**config.mk**
```make
export PLATFORM = sky130hd
export DESIGN_NAME = operand_fetch_stage_flat
export DESIGN_NICKNAME = d
export VERILOG_FILES = /design/src/rtl/operand_fetch_stage_pkg.sv /design/src/rtl/operand_fetch_stage_if.sv /design/src/rtl/operand_fetch_stage_reg_scoreboard.sv /design/src/rtl/operand_fetch_stage.sv /design/src/flat_wrapper.sv
export SDC_FILE = /design/constraint.sdc
export NUM_CORES = 1
export LEC_CHECK = 0
export CAP_MARGIN = 0
export CELL_PAD_IN_SITES_DETAIL_PLACEMENT = 1
export CELL_PAD_IN_SITES_GLOBAL_PLACEMENT = 1
export CORE_ASPECT_RATIO = 0.5
export CORE_UTILIZATION = 34
export DETAILED_ROUTE_END_ITERATION = 8
export GPL_TIMING_DRIVEN = 0
export PLACE_DENSITY = 0.95
export SKIP_CTS_REPAIR_TIMING = 1
export SYNTH_ARGS = -nofsm -noshare
export SYNTH_HDL_FRONTEND = slang
export SYNTH_SLANG_ARGS = --single-unit
```
**constraint.sdc**
```tcl
create_clock -name clk -period 7.59 [get_ports clk]
set_input_delay 0.759 -clock clk [delete_from_list [all_inputs] [get_ports clk]]
set_output_delay 0.759 -clock clk [all_outputs]
set_load 0.03 [all_outputs]
```
**src/rtl/operand_fetch_stage_pkg.sv**
```systemverilog
// Shared widths, the operand bundle carried from operand fetch to execute,
// and the source-operand select helper.
package operand_fetch_stage_pkg;

    localparam int REG_IDX_W = 5;
    localparam int XLEN      = 32;
    localparam int PC_W      = 32;

    typedef struct packed {
        logic [PC_W-1:0]      pc;
        logic [XLEN-1:0]      op1;
        logic [XLEN-1:0]      op2;
        logic [XLEN-1:0]      imm;
        logic [REG_IDX_W-1:0] rd;
        logic                 rd_we;
    } operand_bundle_t;

    // x0 reads as zero; a same-cycle writeback overrides the stale bank value
    function automatic logic [XLEN-1:0] select_operand(
        input logic [REG_IDX_W-1:0] idx,
        input logic                 fwd,
        input logic [XLEN-1:0]      wb_data,
        input logic [XLEN-1:0]      bank_data
    );
        if (idx == '0) return '0;
        if (fwd)       return wb_data;
        return bank_data;
    endfunction

endpackage

```
**src/rtl/operand_fetch_stage_if.sv**
```systemverilog
// Decode, register-bank, writeback and execute signals of the operand fetch stage.
// The slave modport is the stage's view; master is the surrounding pipeline.
interface operand_fetch_stage_if #(
    parameter int BANK_WIDTH     = operand_fetch_stage_pkg::REG_IDX_W,
    parameter int REGISTER_WIDTH = operand_fetch_stage_pkg::XLEN,
    parameter int PC_WIDTH       = operand_fetch_stage_pkg::PC_W
);
    logic                      flush;
    logic                      id_valid;
    logic                      id_ready;
    logic [PC_WIDTH-1:0]       id_pc;
    logic [BANK_WIDTH-1:0]     id_rs1;
    logic [BANK_WIDTH-1:0]     id_rs2;
    logic [BANK_WIDTH-1:0]     id_rd;
    logic                      id_rd_we;
    logic [REGISTER_WIDTH-1:0] id_imm;
    logic [BANK_WIDTH-1:0]     rs1_sel;
    logic [BANK_WIDTH-1:0]     rs2_sel;
    logic [REGISTER_WIDTH-1:0] rs1_data;
    logic [REGISTER_WIDTH-1:0] rs2_data;
    logic                      wb_valid;
    logic [BANK_WIDTH-1:0]     wb_rd;
    logic [REGISTER_WIDTH-1:0] wb_data;
    logic                      ex_valid;
    logic                      ex_ready;
    logic [PC_WIDTH-1:0]       ex_pc;
    logic [REGISTER_WIDTH-1:0] ex_op1;
    logic [REGISTER_WIDTH-1:0] ex_op2;
    logic [REGISTER_WIDTH-1:0] ex_imm;
    logic [BANK_WIDTH-1:0]     ex_rd;
    logic                      ex_rd_we;

    modport slave (
        input  flush, id_valid, id_pc, id_rs1, id_rs2, id_rd, id_rd_we, id_imm,
        input  rs1_data, rs2_data, wb_valid, wb_rd, wb_data, ex_ready,
        output id_ready, rs1_sel, rs2_sel,
        output ex_valid, ex_pc, ex_op1, ex_op2, ex_imm, ex_rd, ex_rd_we
    );

    modport master (
        output flush, id_valid, id_pc, id_rs1, id_rs2, id_rd, id_rd_we, id_imm,
        output rs1_data, rs2_data, wb_valid, wb_rd, wb_data, ex_ready,
        input  id_ready, rs1_sel, rs2_sel,
        input  ex_valid, ex_pc, ex_op1, ex_op2, ex_imm, ex_rd, ex_rd_we
    );

endinterface

```
**src/rtl/operand_fetch_stage_reg_scoreboard.sv**
```systemverilog
// Pending-write scoreboard: one busy bit per architectural register, x0 never busy.
module operand_fetch_stage_reg_scoreboard #(
    parameter int IDX_W = 5
) (
    input  logic             clk,
    input  logic             rst,
    input  logic             set_en,
    input  logic [IDX_W-1:0] set_idx,
    input  logic             clr_en,
    input  logic [IDX_W-1:0] clr_idx,
    input  logic             rel_en,
    input  logic [IDX_W-1:0] rel_idx,
    input  logic [IDX_W-1:0] rs1_idx,
    input  logic [IDX_W-1:0] rs2_idx,
    input  logic [IDX_W-1:0] rd_idx,
    output logic             rs1_busy,
    output logic             rs2_busy,
    output logic             rd_busy
);
    localparam int NREG = 1 << IDX_W;

    logic [NREG-1:0] busy_q;
    logic [NREG-1:0] busy_d;

    // A new writer claiming r in the same cycle r retires keeps r busy
    always_comb begin
        busy_d = busy_q;
        if (clr_en) busy_d[clr_idx] = 1'b0;
        if (rel_en) busy_d[rel_idx] = 1'b0;
        if (set_en) busy_d[set_idx] = 1'b1;
        busy_d[0] = 1'b0;
    end

    always_ff @(posedge clk) begin
        if (!rst) busy_q <= '0;
        else      busy_q <= busy_d;
    end

    assign rs1_busy = busy_q[rs1_idx];
    assign rs2_busy = busy_q[rs2_idx];
    assign rd_busy  = busy_q[rd_idx];

endmodule

```
**src/rtl/operand_fetch_stage.sv**
```systemverilog
// Operand fetch: bank read, scoreboard hazard stall, registered handoff to execute.
// Optional OPERAND_FORWARDING_EN bypasses same-cycle writeback data into the operands.
module operand_fetch_stage
    import operand_fetch_stage_pkg::*;
#(
    parameter int BANK_WIDTH     = REG_IDX_W,
    parameter int REGISTER_WIDTH = XLEN,
    parameter int PC_WIDTH       = PC_W
) (
    input  logic                  clk,
    input  logic                  rst,
    operand_fetch_stage_if.slave  bus
);
    logic                      fwd1, fwd2;
    logic                      rs1_busy, rs2_busy, rd_busy;
    logic                      hazard, id_ready, accept;
    logic                      set_en, rel_en;
    logic [REGISTER_WIDTH-1:0] op1, op2;
    logic [PC_WIDTH-1:0]       pc;
    operand_bundle_t           ex_q, ex_d;
    logic                      ex_valid_q, ex_valid_d;

`ifdef OPERAND_FORWARDING_EN
    assign fwd1 = bus.wb_valid && (bus.wb_rd == bus.id_rs1) && (bus.id_rs1 != '0);
    assign fwd2 = bus.wb_valid && (bus.wb_rd == bus.id_rs2) && (bus.id_rs2 != '0);
`else
    assign fwd1 = 1'b0;
    assign fwd2 = 1'b0;
`endif

    assign bus.rs1_sel = bus.id_rs1;
    assign bus.rs2_sel = bus.id_rs2;

    assign hazard   = (rs1_busy && !fwd1) || (rs2_busy && !fwd2) || (bus.id_rd_we && rd_busy);
    assign id_ready = rst && (!ex_valid_q || bus.ex_ready) && !hazard && !bus.flush;
    assign accept   = bus.id_valid && id_ready;
    assign set_en   = accept && bus.id_rd_we && (bus.id_rd != '0);
    // A squashed writer will never reach writeback, so its claim is dropped here
    assign rel_en   = bus.flush && ex_valid_q && ex_q.rd_we;

    assign op1 = select_operand(bus.id_rs1, fwd1, bus.wb_data, bus.rs1_data);
    assign op2 = select_operand(bus.id_rs2, fwd2, bus.wb_data, bus.rs2_data);
    assign pc  = bus.id_pc;

    operand_fetch_stage_reg_scoreboard #(
        .IDX_W (BANK_WIDTH)
    ) u_scoreboard (
        .clk      (clk),
        .rst      (rst),
        .set_en   (set_en),
        .set_idx  (bus.id_rd),
        .clr_en   (bus.wb_valid),
        .clr_idx  (bus.wb_rd),
        .rel_en   (rel_en),
        .rel_idx  (ex_q.rd),
        .rs1_idx  (bus.id_rs1),
        .rs2_idx  (bus.id_rs2),
        .rd_idx   (bus.id_rd),
        .rs1_busy (rs1_busy),
        .rs2_busy (rs2_busy),
        .rd_busy  (rd_busy)
    );

    always_comb begin
        ex_d       = ex_q;
        ex_valid_d = ex_valid_q;
        if (bus.flush) begin
            ex_valid_d = 1'b0;
        end else if (accept) begin
            ex_valid_d = 1'b1;
            ex_d.pc    = pc;
            ex_d.op1   = op1;
            ex_d.op2   = op2;
            ex_d.imm   = bus.id_imm;
            ex_d.rd    = bus.id_rd;
            ex_d.rd_we = bus.id_rd_we && (bus.id_rd != '0);
        end else if (bus.ex_ready) begin
            ex_valid_d = 1'b0;
        end
    end

    always_ff @(posedge clk) begin
        if (!rst) begin
            ex_q       <= '0;
            ex_valid_q <= 1'b0;
        end else begin
            ex_q       <= ex_d;
            ex_valid_q <= ex_valid_d;
        end
    end

    assign bus.id_ready = id_ready;
    assign bus.ex_valid = ex_valid_q;
    assign bus.ex_pc    = ex_q.pc;
    assign bus.ex_op1   = ex_q.op1;
    assign bus.ex_op2   = ex_q.op2;
    assign bus.ex_imm   = ex_q.imm;
    assign bus.ex_rd    = ex_q.rd;
    assign bus.ex_rd_we = ex_q.rd_we;

endmodule

```
**src/flat_wrapper.sv**
```systemverilog
// flat-port wrapper written by rule: the top's interface ports become plain ports
module operand_fetch_stage_flat import operand_fetch_stage_pkg::*;
#(
    parameter int BANK_WIDTH     = REG_IDX_W,
    parameter int REGISTER_WIDTH = XLEN,
    parameter int PC_WIDTH       = PC_W
)
  (clk, rst, bus_flush, bus_id_valid, bus_id_pc, bus_id_rs1, bus_id_rs2, bus_id_rd, bus_id_rd_we, bus_id_imm, bus_rs1_data, bus_rs2_data, bus_wb_valid, bus_wb_rd, bus_wb_data, bus_ex_ready, bus_id_ready, bus_rs1_sel, bus_rs2_sel, bus_ex_valid, bus_ex_pc, bus_ex_op1, bus_ex_op2, bus_ex_imm, bus_ex_rd, bus_ex_rd_we);
  operand_fetch_stage_if #(.BANK_WIDTH(BANK_WIDTH), .REGISTER_WIDTH(REGISTER_WIDTH), .PC_WIDTH(PC_WIDTH)) bus_i ();
  input  logic clk;
  input  logic rst;
  input wire logic [$bits(bus_i.flush)-1:0] bus_flush;
  input wire logic [$bits(bus_i.id_valid)-1:0] bus_id_valid;
  input wire logic [$bits(bus_i.id_pc)-1:0] bus_id_pc;
  input wire logic [$bits(bus_i.id_rs1)-1:0] bus_id_rs1;
  input wire logic [$bits(bus_i.id_rs2)-1:0] bus_id_rs2;
  input wire logic [$bits(bus_i.id_rd)-1:0] bus_id_rd;
  input wire logic [$bits(bus_i.id_rd_we)-1:0] bus_id_rd_we;
  input wire logic [$bits(bus_i.id_imm)-1:0] bus_id_imm;
  input wire logic [$bits(bus_i.rs1_data)-1:0] bus_rs1_data;
  input wire logic [$bits(bus_i.rs2_data)-1:0] bus_rs2_data;
  input wire logic [$bits(bus_i.wb_valid)-1:0] bus_wb_valid;
  input wire logic [$bits(bus_i.wb_rd)-1:0] bus_wb_rd;
  input wire logic [$bits(bus_i.wb_data)-1:0] bus_wb_data;
  input wire logic [$bits(bus_i.ex_ready)-1:0] bus_ex_ready;
  output wire logic [$bits(bus_i.id_ready)-1:0] bus_id_ready;
  output wire logic [$bits(bus_i.rs1_sel)-1:0] bus_rs1_sel;
  output wire logic [$bits(bus_i.rs2_sel)-1:0] bus_rs2_sel;
  output wire logic [$bits(bus_i.ex_valid)-1:0] bus_ex_valid;
  output wire logic [$bits(bus_i.ex_pc)-1:0] bus_ex_pc;
  output wire logic [$bits(bus_i.ex_op1)-1:0] bus_ex_op1;
  output wire logic [$bits(bus_i.ex_op2)-1:0] bus_ex_op2;
  output wire logic [$bits(bus_i.ex_imm)-1:0] bus_ex_imm;
  output wire logic [$bits(bus_i.ex_rd)-1:0] bus_ex_rd;
  output wire logic [$bits(bus_i.ex_rd_we)-1:0] bus_ex_rd_we;
  assign bus_i.flush = bus_flush;
  assign bus_i.id_valid = bus_id_valid;
  assign bus_i.id_pc = bus_id_pc;
  assign bus_i.id_rs1 = bus_id_rs1;
  assign bus_i.id_rs2 = bus_id_rs2;
  assign bus_i.id_rd = bus_id_rd;
  assign bus_i.id_rd_we = bus_id_rd_we;
  assign bus_i.id_imm = bus_id_imm;
  assign bus_i.rs1_data = bus_rs1_data;
  assign bus_i.rs2_data = bus_rs2_data;
  assign bus_i.wb_valid = bus_wb_valid;
  assign bus_i.wb_rd = bus_wb_rd;
  assign bus_i.wb_data = bus_wb_data;
  assign bus_i.ex_ready = bus_ex_ready;
  assign bus_id_ready = bus_i.id_ready;
  assign bus_rs1_sel = bus_i.rs1_sel;
  assign bus_rs2_sel = bus_i.rs2_sel;
  assign bus_ex_valid = bus_i.ex_valid;
  assign bus_ex_pc = bus_i.ex_pc;
  assign bus_ex_op1 = bus_i.ex_op1;
  assign bus_ex_op2 = bus_i.ex_op2;
  assign bus_ex_imm = bus_i.ex_imm;
  assign bus_ex_rd = bus_i.ex_rd;
  assign bus_ex_rd_we = bus_i.ex_rd_we;
  operand_fetch_stage #(.BANK_WIDTH(BANK_WIDTH), .REGISTER_WIDTH(REGISTER_WIDTH), .PC_WIDTH(PC_WIDTH)) u_core (.clk(clk), .rst(rst), .bus(bus_i));
endmodule
```
==> flow_summary.toml <==
[clocking]
cts_buffers = 17
cts-root-buf = "clkbuf_16"
clk_pin_slew_ns = 0.06
htree_levels = 4
clkLatencyLatePin_ns = 0.44
cts.path.max_buffers = 2
clkSinkCount = 166
cts_tree = "done"

[timing]
relSlewSlack_pct = 9.27
hold_viol = 0
setup_viol = 0
drv_slew = 0
max_freq_ghz = 0.226
period_needed_ns = 4.42
finClkSkew_ns = 0.0148
rsz0062_at_grt = "no"
finalCritPeriodShare_pct = 58.2
tightest_slew_ns = 1.36
finalWorstSetupSlack_ns = 3.17
setup_tns_ns = 0

[global_route]
grt.met2_usage_pct = 48.0
grt_first_pass_wirelength_um = 49000
grt_pass1_vias = 8708
overflow = 0
busiest_layer = "met2"
grt_usage_pct = 27.0
antenna_found_initial = 0
grt_max_degree = 17
use_met1_pct = 30.3
met3_usage_pct = 6.34

[synth]
syn_area_per_cell_um2 = 8.96
synth_cell_types = 44
ys_ff_latch = 166
synth_top_flop_cell = "dfxtp_1"
yosysSeqAreaShare_pct = 41.7
synth-edff-count = 0
async_reset_ff_share_pct = 0
yosysWarningCount = 0
synth_nets = 1076
synthCells = 889
syn_area_mm2 = 0.00797

[placement]
post-place-ws_ns = 3.24
dp_hpwl_um = 24800
port_buffers = 292
gp_congestion = 0.990
dp.cells = 1488

[hold_path]
hp-class = "reg2reg"

[worst_setup_path]
crit_fanout = 7
arrival_ns = 3.66
endpoint_kind = "primary output"
required_ns = 6.83
start_kind = "input pin"
crit_type = "in2out"

[cells_and_area]
final_cell_mix = "clkdlybuf4s50_1 (292), nand2_1 (258), dfxtp_1 (166), mux2i_1 (159), inv_1 (61)"
stdcell_count = 1521
num-nets-final = 1387
post-route-util_pct = 52.0
n_fill_cell = 2648
layout_commonest_cell = "clkdlybuf4s50_1"
area_delta_synth_final_pct = 49.3
layout-drive-gt1-share_pct = 7.01

[drt]
drt-wirelength-per-cell_um = 21.8
dr.first_iter.drc_count = 524
vias_per_cell = 5.32
drc = 0
antenna_left = 0
vias = 8090
firstDrtPassIters = 5
routed_wl_um = 33200

[pwr]
p_leak_nw = 5.30
vdd_drop_max_mv = 0.152
powerDensity_mw_per_mm2 = 186

[floorplan]
die_height_um = 110
fp-row-count = 39
pin_count = 333
initial_core_util_pct = 34.8
die_w_um = 218
core_area_mm2 = 0.0229
die_area_mm2 = 0.0241

[outcome]
run_status = "finished, final reports clean"

[job]
cap_viol_max_count = 0
-- state kept, by name, indices dropped and copies added, names as in the netlist --
| register | cells |
|---|---|
| u_core.bus.ex_imm | 32 |
| u_core.bus.ex_op1 | 32 |
| u_core.bus.ex_op2 | 32 |
| u_core.bus.ex_pc | 32 |
| u_core.bus.ex_rd | 5 |
| u_core.bus.ex_rd_we | 1 |
| u_core.bus.ex_valid | 1 |
| u_core.u_scoreboard.busy_q | 31 |
-- metal layers --
| layer | routed length, um | share of wire (%) |
|---|---|---|
| met1 | 12600 | 38 |
| met2 | 16900 | 51 |
| met3 | 2130 | 6.4 |
| met4 | 1550 | 4.7 |
| met5 | 0 | 0 |
-- where the power goes --
| part | switching (mW) | total [mW] | internal (mW) |
|---|---|---|---|
| registers | 0.0165 | 0.914 | 0.898 |
| logic | 0.199 | 0.369 | 0.169 |
| clock network | 0.390 | 0.935 | 0.545 |
| total | 0.605 | 2.22 | 1.61 |
-- critical path, stage by stage --
cell	delay, ns
clkdlybuf4s50_1	0.63
mux4_2	0.55
inv_1	0.07
a2111oi_0	0.09
or4_1	0.62
nor2_1	0.20
clkdlybuf4s50_1	0.74
-- cell type report --
type / count / area [um^2] / share of cell area (%)
multi-input cells: 587 / 3960 / 33.3
flip-flops and latches: 166 / 3320 / 27.9
repair buffers: 292 / 2920 / 24.6
clock buffers: 21 / 470 / 3.96
plain buffers: 75 / 450 / 3.79
well taps: 307 / 384 / 3.23
inverters: 61 / 229 / 1.93
clock inverters: 11 / 146 / 1.23
diodes: 1 / 2.50 / 0.0210
-- worst paths after layout --
kind,startpoint,to,slack [ns],cells after the start
worst max-delay path,bus_id_rs1[0],bus_id_ready,3.17,7
worst min-delay path,u_core.bus.ex_imm[20]$_SDFFE_PN0P_,u_core.bus.ex_imm[20]$_SDFFE_PN0P_,0.46,2
worst max register to register,u_core.u_scoreboard.busy_q[28]$_SDFF_PN0_,u_core.bus.ex_valid$_SDFFE_PP0P_,4.62,9
worst min register to register,u_core.bus.ex_imm[20]$_SDFFE_PN0P_,u_core.bus.ex_imm[20]$_SDFFE_PN0P_,0.46,2
-- through the flow --
step                      area, um^2  total power [mW]  hold WS, ns
after floorplan                 7970              1.11        0.486
after global placement         11300              1.28        0.444
after detailed placement       11300              1.30        0.454
after CTS                      11900              2.22        0.464
after global routing           11900              2.28        0.486
final                          11900              2.22        0.459
-- cell families (layout without fill, tap and decap cells) --
logic type             Yosys count  after routing  share of synthesized area (%)
AOI/OAI and AO/OA               87             87                           9.21
buffers and inverters          136            460                           8.53
DFF                            166            166                           41.7
muxes                          171            171                           23.3
other                            0              1                              0
and+or+nand+nor                329            329                           17.3
-- Yosys cell counts (5+ instances only) --
cell type,count,area [um^2]
mux4_2,11,248
nand3b_1,6,45.0
nor3b_1,5,37.5
o41ai_2,8,130
mux2i_1,159,1590
o21ai_1,8,40.0
dfxtp_1,166,3320
o2111ai_1,32,280
buf_6,16,180
clkbuf_1,40,150
nor2_1,20,75.1
buf_4,12,90.1
nand2_1,258,968
nand3_1,11,55.1
o31ai_1,16,120
inv_1,61,229
No activity file was read; power rests on OpenSTA's default activity.
